$ cat config.mk
export PLATFORM = sky130hd
export DESIGN_NAME = dsp_slice_mac_pipe_flat
export DESIGN_NICKNAME = d
export VERILOG_FILES = /design/src/rtl/dsp_slice_mac_pipe_if.sv /design/src/rtl/dsp_slice_mac_pipe.sv /design/src/flat_wrapper.sv
export SDC_FILE = /design/constraint.sdc
export NUM_CORES = 1
export LEC_CHECK = 0
export CAP_MARGIN = 10
export CORE_UTILIZATION = 55
export CTS_CLUSTER_SIZE = 28
export DETAILED_ROUTE_END_ITERATION = 6
export PLACE_DENSITY = 0.74
export RECOVER_POWER = 100
export SLEW_MARGIN = 25
export SYNTH_ARGS = -nofsm -noshare
export SYNTH_HDL_FRONTEND = slang
export SYNTH_SLANG_ARGS = --single-unit
$ cat constraint.sdc
create_clock -name clk -period 10.81 [get_ports clk]
set_clock_uncertainty 0.05 [all_clocks]
set_input_delay 2.7025 -clock clk [delete_from_list [all_inputs] [get_ports clk]]
set_output_delay 2.7025 -clock clk [all_outputs]
set_load 0.05 [all_outputs]
$ cat src/rtl/dsp_slice_mac_pipe_if.sv
// Handshake and data bundle for dsp_slice_mac_pipe.
// The master side feeds beats and accepts results. The slave side is the slice.
interface dsp_slice_mac_pipe_if #(
    parameter int DWIDTH = 8
);
    logic              in_valid;
    logic              in_ready;
    logic [1:0]        mode;
    logic [DWIDTH-1:0] a_in;
    logic [DWIDTH-1:0] b_in;
    logic              carry_in;
    logic              out_valid;
    logic              out_ready;
    logic [DWIDTH-1:0] c_out;
    logic              carry_out;
    logic              overflow;
    logic              busy;

    modport master (
        output in_valid, mode, a_in, b_in, carry_in, out_ready,
        input  in_ready, out_valid, c_out, carry_out, overflow, busy
    );

    modport slave (
        input  in_valid, mode, a_in, b_in, carry_in, out_ready,
        output in_ready, out_valid, c_out, carry_out, overflow, busy
    );
endinterface

$ cat src/rtl/dsp_slice_mac_pipe.sv
// Two-stage pipelined DSP slice: add, saturating multiply, and saturating
// multiply-accumulate over bursts of ACC_LEN beats.
// Optional feature macro: DSP_SLICE_CASCADE_EN adds cascade_in (accumulator
// seed taken on the first MAC beat) and cascade_out (registered accumulator).
//
// state    | meaning
// ST_IDLE  | no burst open; a mode=10 beat opens one
// ST_ACCUM | burst open; every accepted beat is a MAC beat until the last
module dsp_slice_mac_pipe #(
    parameter int DWIDTH    = 8,
    parameter int ACC_WIDTH = 20,
    parameter int ACC_LEN   = 16
) (
    input  logic                 clk,
    input  logic                 reset,
    dsp_slice_mac_pipe_if.slave  bus
`ifdef DSP_SLICE_CASCADE_EN
    ,
    input  logic [ACC_WIDTH-1:0] cascade_in,
    output logic [ACC_WIDTH-1:0] cascade_out
`endif
);

    localparam int CNT_W = $clog2(ACC_LEN + 1);
    localparam logic [CNT_W-1:0] LEN_C = CNT_W'(ACC_LEN);

    typedef enum logic { ST_IDLE, ST_ACCUM } state_t;
    typedef enum logic [1:0] { OP_ADD, OP_MUL, OP_MAC } op_t;

    // Returns {clipped, value} of x saturated to signed DWIDTH.
    function automatic logic [DWIDTH:0] sat_dw(input logic signed [ACC_WIDTH-1:0] x);
        logic [ACC_WIDTH-DWIDTH:0] top;
        top = x[ACC_WIDTH-1:DWIDTH-1];
        if ((&top) || !(|top)) return {1'b0, x[DWIDTH-1:0]};
        return {1'b1, x[ACC_WIDTH-1], {(DWIDTH-1){~x[ACC_WIDTH-1]}}};
    endfunction

    state_t                 state_q, state_d;
    logic [CNT_W-1:0]       cnt_q, cnt_d, cnt_inc;
    logic                   s1_valid_q, s1_valid_d;
    op_t                    s1_op_q, s1_op_d;
    logic [DWIDTH-1:0]      s1_a_q, s1_a_d, s1_b_q, s1_b_d;
    logic                   s1_ci_q, s1_ci_d;
    logic                   s1_first_q, s1_first_d, s1_last_q, s1_last_d;
    logic signed [ACC_WIDTH-1:0] acc_q, acc_d;
    logic                   sticky_q, sticky_d;
    logic                   out_valid_q, out_valid_d;
    logic [DWIDTH-1:0]      c_out_q, c_out_d;
    logic                   carry_out_q, carry_out_d;
    logic                   overflow_q, overflow_d;

    logic                   en, accept;
    logic signed [ACC_WIDTH-1:0] seed;
    logic signed [2*DWIDTH-1:0]  prod;
    logic signed [ACC_WIDTH-1:0] prod_ext, base, acc_new;
    logic signed [ACC_WIDTH:0]   acc_sum;
    logic                   acc_clip;
    logic [DWIDTH:0]        add_sum, mul_sat, fin_sat;

`ifdef DSP_SLICE_CASCADE_EN
    logic signed [ACC_WIDTH-1:0] s1_seed_q, s1_seed_d, cascade_out_q, cascade_out_d;
    assign seed        = s1_seed_q;
    assign cascade_out = cascade_out_q;
`else
    assign seed = '0;
`endif

    // Whole pipeline advances only when the output slot is free or draining.
    assign en     = !out_valid_q || bus.out_ready;
    assign accept = bus.in_valid && en;

    assign bus.in_ready  = en;
    assign bus.out_valid = out_valid_q;
    assign bus.c_out     = c_out_q;
    assign bus.carry_out = carry_out_q;
    assign bus.overflow  = overflow_q;
    assign bus.busy      = (state_q == ST_ACCUM);

    // S2 arithmetic, all taken from the S1 registers.
    assign prod     = (2*DWIDTH)'($signed(s1_a_q)) * (2*DWIDTH)'($signed(s1_b_q));
    assign prod_ext = ACC_WIDTH'(prod);
    assign base     = s1_first_q ? seed : acc_q;
    assign acc_sum  = (ACC_WIDTH+1)'(base) + (ACC_WIDTH+1)'(prod_ext);
    assign acc_clip = acc_sum[ACC_WIDTH] ^ acc_sum[ACC_WIDTH-1];
    assign acc_new  = acc_clip ? {acc_sum[ACC_WIDTH], {(ACC_WIDTH-1){~acc_sum[ACC_WIDTH]}}}
                               : acc_sum[ACC_WIDTH-1:0];
    assign add_sum  = {1'b0, s1_a_q} + {1'b0, s1_b_q} + (DWIDTH+1)'(s1_ci_q);
    assign mul_sat  = sat_dw(prod_ext);
    assign fin_sat  = sat_dw(acc_new);

    // Next-state for burst tracking, the S1 capture and the S2 result.
    always_comb begin
        state_d     = state_q;
        cnt_d       = cnt_q;
        cnt_inc     = cnt_q + CNT_W'(1);
        s1_valid_d  = s1_valid_q;
        s1_op_d     = s1_op_q;
        s1_a_d      = s1_a_q;
        s1_b_d      = s1_b_q;
        s1_ci_d     = s1_ci_q;
        s1_first_d  = s1_first_q;
        s1_last_d   = s1_last_q;
        acc_d       = acc_q;
        sticky_d    = sticky_q;
        out_valid_d = out_valid_q;
        c_out_d     = c_out_q;
        carry_out_d = carry_out_q;
        overflow_d  = overflow_q;
`ifdef DSP_SLICE_CASCADE_EN
        s1_seed_d     = s1_seed_q;
        cascade_out_d = cascade_out_q;
`endif

        if (en) s1_valid_d = bus.in_valid;

        if (accept) begin
            s1_a_d     = bus.a_in;
            s1_b_d     = bus.b_in;
            s1_ci_d    = bus.carry_in;
            s1_first_d = 1'b0;
            s1_last_d  = 1'b0;
            if (state_q == ST_ACCUM) begin
                s1_op_d = OP_MAC;
                if (cnt_inc == LEN_C) begin
                    s1_last_d = 1'b1;
                    state_d   = ST_IDLE;
                    cnt_d     = '0;
                end else begin
                    cnt_d = cnt_inc;
                end
            end else if (bus.mode == 2'b10) begin
                s1_op_d    = OP_MAC;
                s1_first_d = 1'b1;
`ifdef DSP_SLICE_CASCADE_EN
                s1_seed_d  = cascade_in;
`endif
                if (LEN_C == CNT_W'(1)) begin
                    s1_last_d = 1'b1;
                end else begin
                    state_d = ST_ACCUM;
                    cnt_d   = CNT_W'(1);
                end
            end else if (bus.mode == 2'b01) begin
                s1_op_d = OP_MUL;
            end else begin
                s1_op_d = OP_ADD;
            end
        end

        if (en) begin
            out_valid_d = 1'b0;
            if (s1_valid_q) begin
                case (s1_op_q)
                    OP_MUL: begin
                        out_valid_d = 1'b1;
                        c_out_d     = mul_sat[DWIDTH-1:0];
                        carry_out_d = 1'b0;
                        overflow_d  = mul_sat[DWIDTH];
                    end
                    OP_MAC: begin
                        acc_d    = acc_new;
                        sticky_d = (sticky_q && !s1_first_q) || acc_clip;
                        if (s1_last_q) begin
                            out_valid_d = 1'b1;
                            c_out_d     = fin_sat[DWIDTH-1:0];
                            carry_out_d = 1'b0;
                            overflow_d  = sticky_d || fin_sat[DWIDTH];
`ifdef DSP_SLICE_CASCADE_EN
                            cascade_out_d = acc_new;
`endif
                        end
                    end
                    default: begin
                        out_valid_d = 1'b1;
                        c_out_d     = add_sum[DWIDTH-1:0];
                        carry_out_d = add_sum[DWIDTH];
                        overflow_d  = 1'b0;
                    end
                endcase
            end
        end
    end

    // State and pipeline registers with synchronous active-low reset.
    always_ff @(posedge clk) begin
        if (!reset) begin
            state_q     <= ST_IDLE;
            cnt_q       <= '0;
            s1_valid_q  <= 1'b0;
            s1_op_q     <= OP_ADD;
            s1_a_q      <= '0;
            s1_b_q      <= '0;
            s1_ci_q     <= 1'b0;
            s1_first_q  <= 1'b0;
            s1_last_q   <= 1'b0;
            acc_q       <= '0;
            sticky_q    <= 1'b0;
            out_valid_q <= 1'b0;
            c_out_q     <= '0;
            carry_out_q <= 1'b0;
            overflow_q  <= 1'b0;
`ifdef DSP_SLICE_CASCADE_EN
            s1_seed_q     <= '0;
            cascade_out_q <= '0;
`endif
        end else begin
            state_q     <= state_d;
            cnt_q       <= cnt_d;
            s1_valid_q  <= s1_valid_d;
            s1_op_q     <= s1_op_d;
            s1_a_q      <= s1_a_d;
            s1_b_q      <= s1_b_d;
            s1_ci_q     <= s1_ci_d;
            s1_first_q  <= s1_first_d;
            s1_last_q   <= s1_last_d;
            acc_q       <= acc_d;
            sticky_q    <= sticky_d;
            out_valid_q <= out_valid_d;
            c_out_q     <= c_out_d;
            carry_out_q <= carry_out_d;
            overflow_q  <= overflow_d;
`ifdef DSP_SLICE_CASCADE_EN
            s1_seed_q     <= s1_seed_d;
            cascade_out_q <= cascade_out_d;
`endif
        end
    end

endmodule

$ cat src/flat_wrapper.sv
// flat-port wrapper written by rule: the top's interface ports become plain ports
module dsp_slice_mac_pipe_flat 
#(
    parameter int DWIDTH    = 8,
    parameter int ACC_WIDTH = 20,
    parameter int ACC_LEN   = 16
)
  (clk, reset, bus_in_valid, bus_mode, bus_a_in, bus_b_in, bus_carry_in, bus_out_ready, bus_in_ready, bus_out_valid, bus_c_out, bus_carry_out, bus_overflow, bus_busy);
  dsp_slice_mac_pipe_if #(.DWIDTH(DWIDTH)) bus_i ();
  input  logic clk;
  input  logic reset;
  input wire logic [$bits(bus_i.in_valid)-1:0] bus_in_valid;
  input wire logic [$bits(bus_i.mode)-1:0] bus_mode;
  input wire logic [$bits(bus_i.a_in)-1:0] bus_a_in;
  input wire logic [$bits(bus_i.b_in)-1:0] bus_b_in;
  input wire logic [$bits(bus_i.carry_in)-1:0] bus_carry_in;
  input wire logic [$bits(bus_i.out_ready)-1:0] bus_out_ready;
  output wire logic [$bits(bus_i.in_ready)-1:0] bus_in_ready;
  output wire logic [$bits(bus_i.out_valid)-1:0] bus_out_valid;
  output wire logic [$bits(bus_i.c_out)-1:0] bus_c_out;
  output wire logic [$bits(bus_i.carry_out)-1:0] bus_carry_out;
  output wire logic [$bits(bus_i.overflow)-1:0] bus_overflow;
  output wire logic [$bits(bus_i.busy)-1:0] bus_busy;
  assign bus_i.in_valid = bus_in_valid;
  assign bus_i.mode = bus_mode;
  assign bus_i.a_in = bus_a_in;
  assign bus_i.b_in = bus_b_in;
  assign bus_i.carry_in = bus_carry_in;
  assign bus_i.out_ready = bus_out_ready;
  assign bus_in_ready = bus_i.in_ready;
  assign bus_out_valid = bus_i.out_valid;
  assign bus_c_out = bus_i.c_out;
  assign bus_carry_out = bus_i.carry_out;
  assign bus_overflow = bus_i.overflow;
  assign bus_busy = bus_i.busy;
  dsp_slice_mac_pipe #(.DWIDTH(DWIDTH), .ACC_WIDTH(ACC_WIDTH), .ACC_LEN(ACC_LEN)) u_core (.clk(clk), .reset(reset), .bus(bus_i));
endmodule
* After elaboration in Yosys (flattened, before gate mapping) *
Index checks and enable logic that the tools add are counted.

operators by class
  multiply operators = 1
  $add $sub $neg = 4
  muxes and demuxes = 29
  reductions and logical operators = 19
  equality and inequality tests = 6
  bitwise gates (word level) = 4

operators with widths
  kind                                            count
  two-way mux 20 bit                              2
  two-way mux 9 bit                               4
  adder 20 x 16 -> 21 bit                         1
  multiplier 8 x 8 -> 16 bit                      1
  one-hot mux 8 bit (2 select lines)              1
  two-way mux 5 bit                               3
  two-way mux 1 bit                               14
  AND reduction 13 bit                            1
  OR reduction 13 bit                             1
  adder 8 x 8 -> 9 bit                            1
  adder 9 x 1 -> 9 bit                            1
  AND reduction 9 bit                             1
  OR reduction 9 bit                              1
  two-way mux 8 bit                               1
  AND reduction 3 bit                             2
  adder 5 x 1 -> 5 bit (second input constant)    1
  == test 5 bit (second input constant)           1
  logical OR 1 bit                                5
  == test 2 x 1 -> 1 bit (second input constant)  2
  == test 2 bit (second input constant)           2
  zero test 1 bit                                 4
  two-way mux 2 bit                               2
  one-hot mux 1 bit (2 select lines)              2
  inverter 1 bit                                  3
  other kinds (5)                                 6

word-level totals
  output and inout bits = 13
  bits of input ports = 23
  bits in registers = 60

* Depth between registers and ports, before layout *
  word-level depth = 12
  mapped depth = 36

* Least setup slack after synthesis *
Ideal clock, no wire load.

  path type = register to register
  start point = reg u_core.s1_b_q[7]
  end point = reg u_core.overflow_q, in the netlist u_core.bus.overflow
  path slack = 2.872 ns
  arrival time = 7.765 ns
  stages on the path, launching flop included = 32
  clock period less this slack = 7.938 ns
  cells stage by stage = dfxtp_1 > nand2_1 > fa_1 > fa_1 > inv_1 > fa_1 > inv_1 > fa_1 > inv_1 > ha_1 > o21ai_0 > o21bai_1 > a21oi_1 > xnor2_1 > ha_1 > a21o_1 > a211o_1 > a2111oi_2 > o221ai_1 > and3_1 > o311ai_2 > inv_1 > ha_1 > clkbuf_1 > clkbuf_1 > and3_1 > nand4_1 > nor4b_4 > a41oi_2 > a221o_1 > o21bai_2 > a21boi_1

on the way
  cells in the longest elaborated chain, start to end = 12

RTL lines
  element                                      line                                                RTL
  from (decl)                                  dsp_slice_mac_pipe.sv:42                            logic [DWIDTH-1:0] s1_a_q, s1_a_d, s1_b_q, s1_b_d;
  from (signal assigned)                       dsp_slice_mac_pipe.sv:192                           s1_b_q <= '0;
  from (signal assigned)                       dsp_slice_mac_pipe.sv:212                           s1_b_q <= s1_b_d;
  multiplier 8 x 8 -> 16 bit *                 dsp_slice_mac_pipe.sv:80                            assign prod = (2*DWIDTH)'($signed(s1_a_q)) * (2*DWIDTH)'($signed(s1_b_q));
  adder 20 x 16 -> 21 bit                      dsp_slice_mac_pipe.sv:83                            assign acc_sum = (ACC_WIDTH+1)'(base) + (ACC_WIDTH+1)'(prod_ext);
  XOR 1 bit or inverter 1 bit (tied branches)  dsp_slice_mac_pipe.sv:84, dsp_slice_mac_pipe.sv:85
  two-way mux 20 bit                           dsp_slice_mac_pipe.sv:85                            assign acc_new = acc_clip ? {acc_sum[ACC_WIDTH], {(ACC_WIDTH-1){~acc_sum[ACC_WIDTH]}}}
  OR reduction 13 bit                          dsp_slice_mac_pipe.sv:34                            if ((&top) || !(|top)) return {1'b0, x[DWIDTH-1:0]};
  zero test 1 bit                              dsp_slice_mac_pipe.sv:34
  logical OR 1 bit                             dsp_slice_mac_pipe.sv:34
  two-way mux 1 bit                            dsp_slice_mac_pipe.sv:34
  two-way mux 9 bit                            dsp_slice_mac_pipe.sv:35                            return {1'b1, x[ACC_WIDTH-1], {(DWIDTH-1){~x[ACC_WIDTH-1]}}};
  logical OR 1 bit                             dsp_slice_mac_pipe.sv:167                           overflow_d = sticky_d || fin_sat[DWIDTH];
  two-way mux 1 bit                            dsp_slice_mac_pipe.sv:163                           if (s1_last_q) begin
  one-hot mux 1 bit (2 select lines) *         dsp_slice_mac_pipe.sv:153                           case (s1_op_q)
  to (signal assigned)                         dsp_slice_mac_pipe.sv:221                           overflow_q <= overflow_d;
  to (decl)                                    dsp_slice_mac_pipe.sv:50                            logic overflow_q, overflow_d;

Every way passes the cells marked *; elsewhere a longest branch is shown, timed or not. The select of a mux whose other input is x is not followed.
A chain may end at the register's enable or synchronous reset.

* Final worst setup path *
Ends and elaborated chain as after synthesis.

==> impl_results.md <==
- HP Start: u_core.acc_q[2]
- Comb power frac: 0.405
- Num CTS Buffers: 9
- Clock buffer depth: 2
- Reg2Reg Capture Point: u_core.bus.overflow
- Fin Setup TNS: 0 ns
- Most frequent cell after synthesis: inv_1
- Share of Yosys cell area claimed by the top area cell type: 0.1704
- CP arrival: 9.93 ns
- Top Family by Delay on Critical Path: adder cells
- Crit. Startpoint: u_core.s1_b_q[7]
- Storage element area: 1201 sq um
- Die width: 115.2 microns
- Placer congestion estimate: 0.9327
- First-pass DRT Iterations: 5
- R2R depth: 30
- Crit-path max FO: 26
- Post-cts resize count: 0
- Max_slew headroom: 0.09379
- Max-Cap Viols: 0
- Syn Nets: 1004
- Reg2reg setup slack: 1.03 ns
- Worst VDD drop: 120.8 uV
- Syn Area/Cell: 8.140 sq um
- CTS tree: done
- Synth Flop Type: dfxtp_1
- CP max stage delay: 0.85 ns
- Final setup viols: 0
- Count of final hold-check violations: 0
- P_int: 552.8 uW
- Final Max Slew Viols: 0
- Root buf cell: clkbuf_16
- Final Util: 0.6352
- Initial antenna violation count: 0
- Antenna diodes: 0
- Flops & latches, synth: 60
- Number of global-route vias before repair: 6287
- Period Utilization, post-route: 0.9045
- YS warnings: 0
- First-pass GRT wire length: 29890 microns
- Port-buffer cells: 35
- Largest net degree at the start of global routing: 35
- Outcome: finished clean
- Via count: 6147
- GRT Total Usage: 0.2883
- Post-synth ARST share: 0
- Routed Antenna Nets: 0
- HP Class: flip-flop to flip-flop
- Power Dens Cells: 117.0 nW/um^2
- Unrepaired setup endpoints after global routing: no
- Max Clock Freq: 102.3 MHz
- Starting Density: 0.5749
- Layout fillers: 1063
- Post-Syn Instances: 866
- Hpwl dp: 13770 microns
- Area grow syn2layout: 10.49%
- Die span in y: 115.2 microns
- CP endpoint kind: flip-flop
- Share of layout cells above drive strength 1: 0.04607
- WHS Path Cells: 2
- IO Pins: 36
- Switch Pwr: 358.7 uW
- Setup bufs post-CTS: 0
- Leading post-synthesis cells by cell area: dfxtp_1 (17%), fa_1 (16%), ha_1 (10%)
- Tmin final: 9.777 ns
- Num rows: 40
- CP Class: flip-flop to flip-flop
- Most frequent cells after synthesis: inv_1 (113), nand2_1 (101), dfxtp_1 (60), fa_1 (58), ha_1 (57)
- Clock Pin Slew Worst Setup and Hold Paths: 0.06 ns
- DR DRC count: 0
- WL/cell: 16.72 microns
- Nets: 1023
- Core region area: 12260 sq um
- Critical path's slowest cell: ha_1
- Hold buffers post-CTS: 0
- Actual slew at the worst max-slew pin: 1.359 ns
- Post-synthesis cell area: 7049 sq um
- CTS H-tree depth: 3
- Iteration-0 DRC Markers: 407
- Clock share of power: 0.326
- Worst Hold End: u_core.acc_q[2]
- Most common cell on crit path: inv_1
- Seq pwr share: 0.268
- Grt ovf: 0
- Routed WL: 17690 microns
- Finished Layout Cells: 1058
- R2R Path Start: u_core.s1_b_q[7]
- Worst Path Buf+Inv: 5
- CP required: 10.96 ns
- Cell accounting for the most synthesized area: dfxtp_1
- Placed cell count: 1042
- Die Area: 13270 sq um
- Sw Ratio: 0.3935
- Post-synth cell types: 80
- Multi-input gate area: 5284 sq um
- Via density: 5.810
- Clk sinks: 60
- Register area share after synthesis: 0.1704
- Static leakage: 0.003732 uW
- Worst-Skew Late Latency: 0.33 ns
- EDFF count, synth: 0
- CP Launch Type: flip-flop
[worst reg2reg max path, delay by kind of cell, from the launching register on]
family	cells	cell delay [ns]
xor gates and xnor gates	1	0.21
AOI/OAI and AO/OA	13	3.46
muxes	2	0.52
DFF	1	0.65
and+or+nand+nor	2	0.45
adders and majority gates	7	3.72
buffers and inverters	5	0.58
[sequential cells by signal, summed over array words and instances, names as in the netlist]
signal,count
u_core.acc_q,20
u_core.bus.busy,1
u_core.bus.c_out,8
u_core.bus.carry_out,1
u_core.bus.out_valid,1
u_core.bus.overflow,1
u_core.cnt_q,5
u_core.s1_a_q,8
u_core.s1_b_q,8
u_core.s1_ci_q,1
u_core.s1_first_q,1
u_core.s1_last_q,1
u_core.s1_op_q,2
u_core.s1_valid_q,1
u_core.sticky_q,1
[routing by layer]
metal	global-route usage	part of all wire
met1	0.3703	0.46
met2	0.4960	0.48
met3	0.04850	0.049
met4	0.08831	0.016
met5	0	0
[cell type report]
type | count | area share
inverters | 114 | 0.05494
clock buffers | 11 | 0.03245
multi-input cells | 664 | 0.6784
repair buffers | 36 | 0.04546
flip-flops and latches | 60 | 0.1542
clock inverters | 5 | 0.007550
well taps | 168 | 0.02699
[power by group through the flow]
stage	Combinational (uW)	Sequential (uW)	Clock, uW
6_report	370	244	298
5_1_grt	405	246	312
4_1_cts	369	244	302
3_5_place_dp	366	249	0
3_3_place_gp	360	248	0
2_1_floorplan	273	251	0
[cells by family (layout without fill, tap and decap cells)]
logic type	Yosys count	in the layout	share of synthesized area
flip-flops	60	60	0.1704
multiplexers	5	5	0.007987
XOR/XNOR	36	36	0.04792
adder cells (fa/ha/maj)	116	116	0.2673
AND/OR/NAND/NOR	297	297	0.2181
AO/OA/AOI/OAI	210	210	0.2123
buffers and inverters	142	166	0.07597
[metrics by stage]
stage / worst slack [ns] / area (sq um) / hold WS, ns / power [uW]
floorplan: 2.872 / 7049 / 0.3889 / 524.0
global placement: 1.787 / 7510 / 0.4021 / 608.6
detailed placement: 1.560 / 7510 / 0.4135 / 614.4
CTS: 1.500 / 7821 / 0.4205 / 915.5
global route: 0.5414 / 7789 / 0.4612 / 963.1
finish: 1.033 / 7789 / 0.4310 / 911.5
[layout by cell type (no fill, tap or decap), types with 15 or more instances in the layout]
| cell | n |
|---|---|
| ha_1 | 57 |
| inv_1 | 113 |
| a21boi_0 | 27 |
| dfxtp_1 | 60 |
| a21o_1 | 19 |
| nor2_1 | 36 |
| xor2_1 | 15 |
| fa_1 | 58 |
| nand3_1 | 16 |
| o21ai_0 | 34 |
| a21oi_1 | 50 |
| nor2b_1 | 39 |
| clkdlybuf4s50_1 | 20 |
| nand2_1 | 101 |
| xnor2_1 | 19 |
| and2_1 | 33 |
| dlygate4sd3_1 | 15 |
[how the worst max path moves through the flow]
| stage | end | cells after the start |
|---|---|---|
| 2_1_floorplan | u_core.bus.overflow | 31 |
| 3_3_place_gp | u_core.bus.c_out[4] | 30 |
| 3_5_place_dp | u_core.bus.c_out[3] | 30 |
| 4_1_cts | u_core.bus.c_out[3] | 30 |
| 5_1_grt | u_core.bus.overflow | 30 |
| 6_report | u_core.bus.overflow | 30 |
Power figures use the tool's default switching activity.
